==> config.mk <==
export PLATFORM = sky130hd
export DESIGN_NAME = seq_pattern_gen
export DESIGN_NICKNAME = d
export VERILOG_FILES = /design/src/rtl/seq_gen_pkg.sv /design/src/rtl/seq_pattern_gen.sv
export SDC_FILE = /design/constraint.sdc
export NUM_CORES = 1
export LEC_CHECK = 0
export BUFFER_PORTS_ARGS = -buffer_cell sky130_fd_sc_hd__buf_2
export CAP_MARGIN = 40
export CORE_UTILIZATION = 38
export CTS_CLUSTER_DIAMETER = 150
export CTS_CLUSTER_SIZE = 16
export DETAILED_ROUTE_END_ITERATION = 7
export GPL_TIMING_DRIVEN = 0
export PLACE_DENSITY = 0.56
export SYNTH_ARGS = -nofsm -noshare
export SYNTH_HDL_FRONTEND = slang
export SYNTH_SLANG_ARGS = --single-unit
==> constraint.sdc <==
create_clock -name clk -period 2.51 [get_ports clk]
set_clock_uncertainty 0.1 [all_clocks]
set_input_delay 0 -clock clk [delete_from_list [all_inputs] [get_ports clk]]
set_output_delay 0 -clock clk [all_outputs]
set_load 0.01 [all_outputs]
==> src/rtl/seq_gen_pkg.sv <==
// Shared types and constants for the serial pattern generator.
// The generator drives the bit-stream sequence detectors in this codebase.
package seq_gen_pkg;

  typedef enum logic [1:0] {
    IDLE  = 2'd0,
    SHIFT = 2'd1,
    GAP   = 2'd2,
    FIN   = 2'd3
  } state_t;

  localparam int MAXLEN_DEFAULT = 8;
  localparam int CNTW_DEFAULT   = 4;

  // Wide enough to hold every length from 0 up to MAXLEN inclusive.
  function automatic int lenw_for(input int maxlen);
    return $clog2(maxlen + 1);
  endfunction

endpackage

==> src/rtl/seq_pattern_gen.sv <==
// Serial pattern transmitter: emits a captured pattern MSB-first, reps times,
// with optional zero gaps between repetitions and a mark on each last bit.
module seq_pattern_gen
  import seq_gen_pkg::*;
#(
  parameter int MAXLEN = MAXLEN_DEFAULT,
  parameter int LENW   = lenw_for(MAXLEN),
  parameter int CNTW   = CNTW_DEFAULT
) (
  input  logic              clk,
  input  logic              rst,
  input  logic              start,
  input  logic [MAXLEN-1:0] pattern,
  input  logic [LENW-1:0]   len,
  input  logic [CNTW-1:0]   reps,
  input  logic [CNTW-1:0]   gap,
  input  logic              hold,
  output logic              dout,
  output logic              dout_valid,
  output logic              mark,
  output logic              busy,
  output logic              done
);

  localparam logic [LENW-1:0] MAXLEN_L = LENW'(MAXLEN);
  localparam logic [LENW-1:0] LEN_ONE  = LENW'(1);
  localparam logic [CNTW-1:0] CNT_ONE  = CNTW'(1);

  state_t            state, state_n;
  logic [MAXLEN-1:0] sh_pattern, sh_pattern_n;
  logic [LENW-1:0]   sh_len, sh_len_n;
  logic [CNTW-1:0]   sh_gap, sh_gap_n;
  logic [LENW-1:0]   idx, idx_n;
  logic [CNTW-1:0]   reps_left, reps_left_n;
  logic [CNTW-1:0]   gap_left, gap_left_n;
  logic              dout_n, dout_valid_n, mark_n, busy_n, done_n;

  logic              fire;
  logic [LENW-1:0]   fire_idx;
  logic [CNTW-1:0]   fire_reps;
  logic [CNTW-1:0]   reps_dec;
  logic [MAXLEN-1:0] pat_sel;
  logic [MAXLEN-1:0] pat_shift;
  logic [LENW-1:0]   len_sel;
  logic [CNTW-1:0]   gap_sel;
  logic [LENW-1:0]   len_clamped;

  always_ff @(posedge clk) begin
    if (rst) begin
      state      <= IDLE;
      sh_pattern <= '0;
      sh_len     <= '0;
      sh_gap     <= '0;
      idx        <= '0;
      reps_left  <= '0;
      gap_left   <= '0;
      dout       <= 1'b0;
      dout_valid <= 1'b0;
      mark       <= 1'b0;
      busy       <= 1'b0;
      done       <= 1'b0;
    end else begin
      state      <= state_n;
      sh_pattern <= sh_pattern_n;
      sh_len     <= sh_len_n;
      sh_gap     <= sh_gap_n;
      idx        <= idx_n;
      reps_left  <= reps_left_n;
      gap_left   <= gap_left_n;
      dout       <= dout_n;
      dout_valid <= dout_valid_n;
      mark       <= mark_n;
      busy       <= busy_n;
      done       <= done_n;
    end
  end

  // "fire" means this edge emits one data bit; the start edge fires too, so
  // the first bit leaves one cycle after start using the live inputs.
  always_comb begin
    state_n      = state;
    sh_pattern_n = sh_pattern;
    sh_len_n     = sh_len;
    sh_gap_n     = sh_gap;
    idx_n        = idx;
    reps_left_n  = reps_left;
    gap_left_n   = gap_left;
    dout_n       = 1'b0;
    dout_valid_n = 1'b0;
    mark_n       = 1'b0;
    busy_n       = 1'b0;
    done_n       = 1'b0;
    fire         = 1'b0;
    fire_idx     = idx;
    fire_reps    = reps_left;
    pat_sel      = sh_pattern;
    len_sel      = sh_len;
    gap_sel      = sh_gap;
    reps_dec     = '0;
    pat_shift    = '0;
    len_clamped  = (len > MAXLEN_L) ? MAXLEN_L : len;

    case (state)
      IDLE: begin
        if (start) begin
          sh_pattern_n = pattern;
          sh_len_n     = len_clamped;
          sh_gap_n     = gap;
          reps_left_n  = reps;
          gap_left_n   = '0;
          if (len_clamped == '0 || reps == '0) begin
            // Nothing to send: raise done now so it lands where a normal
            // first bit would; FIN then sees done already high.
            idx_n   = '0;
            state_n = FIN;
            done_n  = 1'b1;
          end else begin
            fire      = 1'b1;
            fire_idx  = len_clamped - LEN_ONE;
            fire_reps = reps;
            pat_sel   = pattern;
            len_sel   = len_clamped;
            gap_sel   = gap;
          end
        end
      end
      SHIFT: begin
        busy_n = 1'b1;
        if (hold) begin
          dout_n = dout;
        end else begin
          fire = 1'b1;
        end
      end
      GAP: begin
        busy_n = 1'b1;
        if (hold) begin
          dout_n = dout;
        end else begin
          dout_valid_n = 1'b1;
          if (gap_left > CNT_ONE) begin
            gap_left_n = gap_left - CNT_ONE;
          end else begin
            gap_left_n = '0;
            state_n    = SHIFT;
          end
        end
      end
      FIN: begin
        done_n  = ~done;
        state_n = IDLE;
      end
      default: state_n = IDLE;
    endcase

    if (fire) begin
      pat_shift    = pat_sel >> fire_idx;
      dout_n       = pat_shift[0];
      dout_valid_n = 1'b1;
      busy_n       = 1'b1;
      if (fire_idx == '0) begin
        mark_n      = 1'b1;
        reps_dec    = (fire_reps != '0) ? fire_reps - CNT_ONE : '0;
        reps_left_n = reps_dec;
        idx_n       = len_sel - LEN_ONE;
        if (reps_dec == '0) begin
          state_n = FIN;
        end else if (gap_sel != '0) begin
          gap_left_n = gap_sel;
          state_n    = GAP;
        end else begin
          state_n = SHIFT;
        end
      end else begin
        idx_n       = fire_idx - LEN_ONE;
        reps_left_n = fire_reps;
        state_n     = SHIFT;
      end
    end
  end

endmodule
# Word-level counts from Yosys, hierarchy flattened
# Cells that the tools add are included.
# totals
out_inout_bits	5
reg_bits	35
input_bits	24
word_cells	106
# op_classes
bitwise_logic	2
shifts	1
add_sub_neg	5
muxes	58
n_eq_ne	8
n_reduce_logical	18
order_cmp	2
# op_table
operator	count
2-to-1 mux 4 bit	30
2-to-1 mux 8 bit	3
subtractor 4 x 1 -> 4 bit (second input constant)	5
zero test 4 bit	4
2-to-1 mux 2 bit	8
2-to-1 mux 1 bit	13
inequality test 3 bit (second input constant)	4
nonzero test 4 bit	3
case mux 4 bit (2 select lines)	1
right shift 8 x 4 -> 1 bit	1
case mux 2 bit (3 select lines)	1
nonzero test 2 bit	3
AND reduction 5 bit	1
equality test 2 bit (second input constant)	2
> comparator 4 x 1 -> 1 bit (second input constant)	1
> comparator 4 bit (second input constant)	1
case mux 1 bit (2 select lines)	2
AND reduction 2 bit	2
OR reduction 2 bit	2
inequality test 3 x 2 -> 1 bit (second input constant)	1
AND reduction 3 bit	1
equality test 2 x 1 -> 1 bit (second input constant)	1
zero test 2 bit	1
inverter 1 bit	2
logical OR 1 bit	1

# Logic depth before layout (Yosys ltp)
# Gate-level depths: netlist of run 1.
# logic_depth
word_depth	13
depth_mapped	14
depth_no_buf	11

# Worst setup path after synthesis of run 1
# OpenSTA, ideal clock, no wires.
# synth_path
path_type	register to register
from	register state[0]
to	register dout
path_stages_with_launch	9
path_slack_ns	0.066
period_less_slack_ns	2.444
t_arrival_ns	2.219
required_time_ns	2.284
cell_sequence	dfxtp_1 > inv_1 > ha_1 > nand2_2 > nor3_4 > mux2i_1 > mux4_2 > nor3_2 > nor3_2
# synth_between
elab_chain_cells	4
word_cells_on_any_way	11
cone_classes	3 x eq/ne; 1 x shift; 5 x mux; 2 x reduce/logical
# synth_rtl
item	line_no	text
start, declared	seq_pattern_gen.sv:29	state_t state, state_n;
start signal, assigned	seq_pattern_gen.sv:63	state <= state_n;
zero test 2 bit, or another cell as far along	seq_pattern_gen.sv:103	case (state)
2-to-1 mux 8 bit, or another cell as far along	seq_pattern_gen.sv:103	
right shift 8 x 4 -> 1 bit or 2-to-1 mux 1 bit (tied branches)	--	
2-to-1 mux 1 bit	seq_pattern_gen.sv:156	if (fire) begin
end signal, assigned	seq_pattern_gen.sv:70	dout <= dout_n;
end, declared	seq_pattern_gen.sv:18	output logic dout,
# Parallel ways exist; a longest one is shown, timed or not.
# A chain may end at the register's enable or synchronous reset.

# Final worst setup path of run 1
# layout_path
from	register state[1]
to	register dout
# Same word-level chain as after synthesis.

==> results.cfg, run 1 <==
[outcome]
status = finished, final reports clean

[critical_path]
cpPeakStageDelay_ps = 360
path_class = reg2reg
path_max_fanout = 9
end_kind = flop
crit_required_ps = 2580
reg2reg_depth = 8
cpMaxStageDelayCell = nor3_4
ff2ff_setup_slack_ps = 70
crit_chain = inv_2 > ha_4 > nand2_4 > nor3_4 > mux2i_4 > mux4_2 > nor4_1 > nor3_2
r2r-end = dout$_SDFFE_PP0P_
cp.arrival_ps = 2510
worst_setup_path_start_kind = flop
crit-reg2reg-launch = state[1]$_SDFFE_PP0P_

[layout]
fin_util_pct = 49.7
antenna_cells = 0
area_growth_pct = 25.6
layout.nets = 374
drive_gt1_share_pct = 23.8

[sta]
worst_slack_ps = 73.2
rsz0062_at_grt = true
max-slew-margin-rel_pct = 61.8
fmax_mhz = 410
worst_pin_slew_ps = 574
hold_violations = 0
fin_crit_sh_pct = 97.1
maxSlewViolCount = 0
period_minus_slack_ps = 2440
whs_ps = 31.4
setup-violations-final = 0
setup_tns_ps = 0

[hold_path]
hold_start = len[1]
min_delay_worst_endpoint = sh_len[1]$_SDFFE_PP0P_
min_path_cells = 5
holdCritPathClass = in2reg

[floorplan]
start_util_pct = 39.6
ios = 29
die_width_microns = 80.5
die_h_microns = 80.5
die-area_sq_um = 6480
num_rows = 28
core_region_area_sq_um = 5920

[logic_synthesis]
synth_mux_area_share_pct = 6.94
yosys_warnings = 0
synth_area_leaders = dfxtp_1 30%, nand2_1 7.1%, a21oi_1 6.8%, ha_1 4.8%, nor2_1 4.3%
synth_top_family_by_area = simple AND/OR/NAND/NOR gates
synthAdderAreaFrac_pct = 4.81
synth.cell_area_sq_um = 2340
synth_area_per_cell_sq_um = 8.10
yosysTopAreaCell = dfxtp_1
synth-compound-area-share_pct = 24.1
synth-edff-count = 0
synth_ff_type = dfxtp_1
synth_nets = 322
synth_seq_cells = 35
ys_seq_area_share_pct = 29.9
synthDistinctLibCells = 63
synthSimpleGateAreaFrac_pct = 29.8
synth_top_area_share_pct = 29.9
async_reset_ff_share_pct = 0
synth-xor-area-share_pct = 0.374
synthCells = 289

[cts]
htreeDepth = 2
clkLatencyLatePin_ps = 290
cts_buffers = 5
cts-root-buf = clkbuf_8
tritoncts = built
cts.clk_slew.worst_paths_ps = 70
clock_sinks = 35
cts_buffer_depth = 2

[flow_run]
max-cap-violations = 0

[detailed_routing]
vias = 2366
drt-wirelength-per-cell_microns = 16.0
drc = 0
detail_route.vias_per_cell = 5.69
drt_iter0_drc = 193
dr.pass1.iters = 5
wl_microns = 6650
ant_nets = 0

[grt]
grt_pass1_wl_microns = 10800
antenna_found_initial = 0
grt_use_total_pct = 21.9
grt_max_degree = 12
overflow = 0
grt_pass1_vias = 2212

[power_and_ir_drop]
worst_ir_drop_vdd_uv = 442
p_per_area_nw_per_um2 = 982
p_leak_nw = 1.12

[placed_design]
gp_congestion = 0.849
hpwl_microns = 4770
io_buffer_count = 28
place_ws_ps = -456
-- how the worst max path moves through the flow --
stage	end	depth (start not counted)	startpoint
final	dout$_SDFFE_PP0P_	8	state[1]$_SDFFE_PP0P_
after global routing	reps_left[1]$_SDFFE_PP0P_	10	len[3]
after CTS	dout$_SDFFE_PP0P_	8	state[1]$_SDFFE_PP0P_
after detailed placement	dout$_SDFFE_PP0P_	10	len[3]
after global placement	dout$_SDFFE_PP0P_	10	len[3]
after floorplan	dout$_SDFFE_PP0P_	8	state[0]$_SDFFE_PP0P_
-- cell type report --
type                       instances  area [sq um]
fill                             580          2980
multi-input combinational        232          1630
sequential                        35           703
timing repair buffer              45           303
tap                               75          93.8
buffer                            15          77.6
clock buffer                       5          68.8
clock inverter                     2          37.5
inverter                           7          26.3
-- synthesized netlist by cell type, types with 2 or more instances --
| cell type | n |
|---|---|
| nor2_1 | 27 |
| nor4_1 | 10 |
| nand3_1 | 2 |
| mux4_2 | 4 |
| nor2b_1 | 5 |
| mux2_2 | 2 |
| nand2b_1 | 6 |
| a22oi_1 | 4 |
| dfxtp_1 | 35 |
| buf_4 | 2 |
| o31ai_1 | 4 |
| nand2_1 | 44 |
| a31oi_1 | 8 |
| a21oi_1 | 32 |
| clkbuf_1 | 8 |
| mux2i_1 | 5 |
| and2_1 | 2 |
| a2bb2oi_1 | 2 |
| ha_1 | 9 |
| buf_2 | 4 |
| o22ai_1 | 3 |
| inv_1 | 7 |
| o21ai_0 | 7 |
| or3_1 | 4 |
| a22o_1 | 5 |
| nor3_1 | 9 |
| o31a_1 | 2 |
| nor3_2 | 2 |
-- critical path, delay by kind of cell, from the launching register on --
kind | cells | cell delay [ps]
adders and majority gates | 1 | 170
muxes | 2 | 700
and+or+nand+nor | 4 | 900
buffers and inverters | 1 | 80
DFF | 1 | 350
-- through the flow --
step	total power, mW	cell area (sq um)	cells
6_report	2.89	2940	416
5_1_grt	3.11	2940	416
4_1_cts	2.79	2860	414
3_5_place_dp	2.22	2580	392
3_3_place_gp	2.23	2580	392
2_1_floorplan	1.87	2340	289
-- cell usage in the layout, fill, tap and decap left out, drive strengths merged, types with 4 or more instances in the layout --
cell type,count
nor2b,5
o31ai,6
nor2,27
mux4,4
buf,36
dfxtp,35
ha,9
a31oi,9
clkbuf,15
nand2,45
a22o,5
nor3,12
nand2b,6
nor4,11
o21ai,8
or3,4
a21oi,32
mux2i,5
a22oi,4
dlygate4sd3,14
inv,7
-- routing by layer --
layer	track usage, %	vias up	routed length, microns
met4	6.43	0	84
met3	4.32	14	296
met5	0	-	0
li1	-	1170	-
met1	28.4	1111	3210
met2	36.3	71	3060
-- cells by family after synthesis --
kind of cell / count (synthesis)
XOR/XNOR: 1
flip-flops: 35
buffers and inverters: 22
AND/OR/NAND/NOR: 127
multiplexers: 11
AO/OA/AOI/OAI: 84
adder cells (fa/ha/maj): 9
-- registers in the layout, summed over array words and instances, names as in the netlist --
register,count
mark,1
sh_gap,4
gap_left,4
dout_valid,1
idx,4
sh_pattern,8
dout,1
sh_len,4
busy,1
state,2
reps_left,4
done,1
-- timing repair --
action / CTS / global route
pin swaps: 1 / 5
setup endpoints to repair: 9 / 24
hold endpoints to repair: 17 / 0
buffers inserted: 1 / 2
resized for setup: 6 / 19
hold buffers: 14 / 0
-- power breakdown --
part	switching, mW	internal (mW)	leakage (nW)
Clock	0.220	0.290	0.0502
Sequential	0.114	0.690	0.287
Combinational	0.915	0.661	0.782
Power figures use the tool's default switching activity.
==> inputs of run 2 (changes only) <==
Settings changed: BUFFER_PORTS_ARGS -buffer_cell sky130_fd_sc_hd__buf_2 to -buffer_cell sky130_fd_sc_hd__clkbuf_2.
==> run 2 against run 1 <==
  * Worst setup slack better by 53 ps
  * Sequential cell count unchanged
  * Clock-buffer cell count unchanged
  * Register-to-register slack better by 50 ps
  * Die area unchanged
  * Highest routed layer unchanged
  * Cell count down 0.72%
  * Combinational power about the same
  * Final area down 0.30%
  * Critical path depth up 1
  * Routed wire length up 1.3%
  * Power about the same
  * Non-clock buffer count down 3
==> results.cfg, run 2 (synthesis gave the netlist of run 1 again) <==
[layout]
drive_gt1_share_pct = 23.4
fill_cells = 603
largest_register_ffs = 8
layout.nets = 371
antenna_cells = 0
fin_util_pct = 49.6
final_cell_mix = 43 x nand2_1, 33 x dfxtp_1, 32 x a21oi_1
regMostFlops = sh_pattern
area_growth_pct = 25.3
final_common_cell = nand2_1

[grt]
grt_use_total_pct = 22.5
grt_pass1_wl_microns = 11100
grt_max_degree = 12
grt_pass1_vias = 2225
overflow = 0
antenna_found_initial = 0

[detailed_routing]
drt_iter0_drc = 143
drt-wirelength-per-cell_microns = 16.3
detail_route.vias_per_cell = 5.70
dr.pass1.iters = 4
ant_nets = 0
wl_microns = 6740
vias = 2356
drc = 0

[sta]
rsz0062_at_grt = true
hold_violations = 0
fmax_mhz = 419
period_minus_slack_ps = 2380
worst_pin_slew_ps = 579
setup-violations-final = 0
whs_ps = 28.1
max-slew-margin-rel_pct = 61.1
worst_slack_ps = 126
fin_crit_sh_pct = 95.0
maxSlewViolCount = 0

[hold_path]
hold_start = rst
min_delay_worst_endpoint = idx[2]$_SDFFE_PP0P_
holdCritPathClass = in2reg
min_path_cells = 4

[cts]
htreeDepth = 2
clock_sinks = 35
cts.clk_slew.worst_paths_ps = 80
cts_buffers = 5
clkLatencyLatePin_ps = 290
cts_buffer_depth = 2
tritoncts = built
cts-root-buf = clkbuf_8

[outcome]
status = finished, final reports clean

[power_and_ir_drop]
p_leak_nw = 1.12
worst_ir_drop_vdd_uv = 483
power_mw = 2.89
p_per_area_nw_per_um2 = 984

[critical_path]
path_max_fanout = 9
crit_required_ps = 2580
cpMaxStageDelayCell = mux2_2
cp.arrival_ps = 2450
path_class = reg2reg
end_kind = flop
worst_setup_path_start_kind = flop
crit_chain = inv_1 > ha_4 > nand2_4 > nor3_4 > buf_4 > mux2_2 > nor4_2 > or2_4 > o22ai_1
r2r-end = gap_left[3]$_SDFF_PP0_
ff2ff_setup_slack_ps = 130
cpPeakStageDelay_ps = 370
crit-reg2reg-launch = state[0]$_SDFFE_PP0P_
reg2reg_depth = 9

[placed_design]
gp_congestion = 0.847
hpwl_microns = 4890
io_buffer_count = 28
place_ws_ps = -439

[floorplan]
die_h_microns = 80.5
ios = 29
die_width_microns = 80.5
num_rows = 28
core_region_area_sq_um = 5920
start_util_pct = 39.6
die-area_sq_um = 6480

[flow_run]
max-cap-violations = 0
==> run 2: cell type report <==
type                       instances  area (sq um)  area share, %
clock buffer                       5          68.8           2.35
tap                               75          93.8           3.20
timing repair buffer              42           275           9.38
buffer                            15          75.1           2.56
clock inverter                     2          37.5           1.28
inverter                           7          26.3          0.896
multi-input combinational        232          1650           56.4
sequential                        35           703           24.0
==> run 2: routing by layer <==
layer	track usage (%)	vias to the layer above	share of wire [%]
met5	0	-	0
met4	4.46	0	0.93
met3	3.98	9	4.4
met2	37.5	57	47
met1	30.3	1124	48
li1	-	1166	-
==> run 2: how the worst max path moves through the flow <==
| stage | from | endpoint | cells past startpoint |
|---|---|---|---|
| finish | state[0]$_SDFFE_PP0P_ | gap_left[3]$_SDFF_PP0_ | 9 |
| CTS | state[0]$_SDFFE_PP0P_ | dout$_SDFFE_PP0P_ | 9 |
| global placement | len[3] | dout$_SDFFE_PP0P_ | 10 |
| global route | state[0]$_SDFFE_PP0P_ | gap_left[2]$_SDFF_PP0_ | 9 |
| floorplan | state[0]$_SDFFE_PP0P_ | dout$_SDFFE_PP0P_ | 8 |
| detailed placement | len[3] | dout$_SDFFE_PP0P_ | 10 |
==> run 2: through the flow <==
stage               instances  setup TNS, ps  area, sq um
finish                    413              0         2930
global route              413          -16.4         2930
CTS                       413          -3.20         2840
detailed placement        392          -3960         2580
global placement          392          -3550         2580
floorplan                 289              0         2340
==> run 2: what timing repair did <==
action                                 CTS  global route
pin swaps                                3             0
endpoints found under the hold margin   15             0
setup endpoints to repair               11            23
hold buffers                            12             0
setup buffers                            2             0
resized for setup                        7            19
==> run 2: where the power goes <==
part / internal, mW / switching, mW / total [mW] / leakage (nW)
Sequential: 0.690 / 0.118 / 0.808 / 0.287
Clock: 0.290 / 0.217 / 0.508 / 0.0502
Combinational: 0.661 / 0.911 / 1.57 / 0.778
==> run 2: worst max-delay path: cells and delay by family, from the launching register on <==
| kind | cells | cell delay (ps) |
|---|---|---|
| and+or+nand+nor | 4 | 850 |
| AOI/OAI and AO/OA | 1 | 80 |
| adders and majority gates | 1 | 190 |
| buffers and inverters | 2 | 320 |
| muxes | 1 | 370 |
| DFF | 1 | 350 |
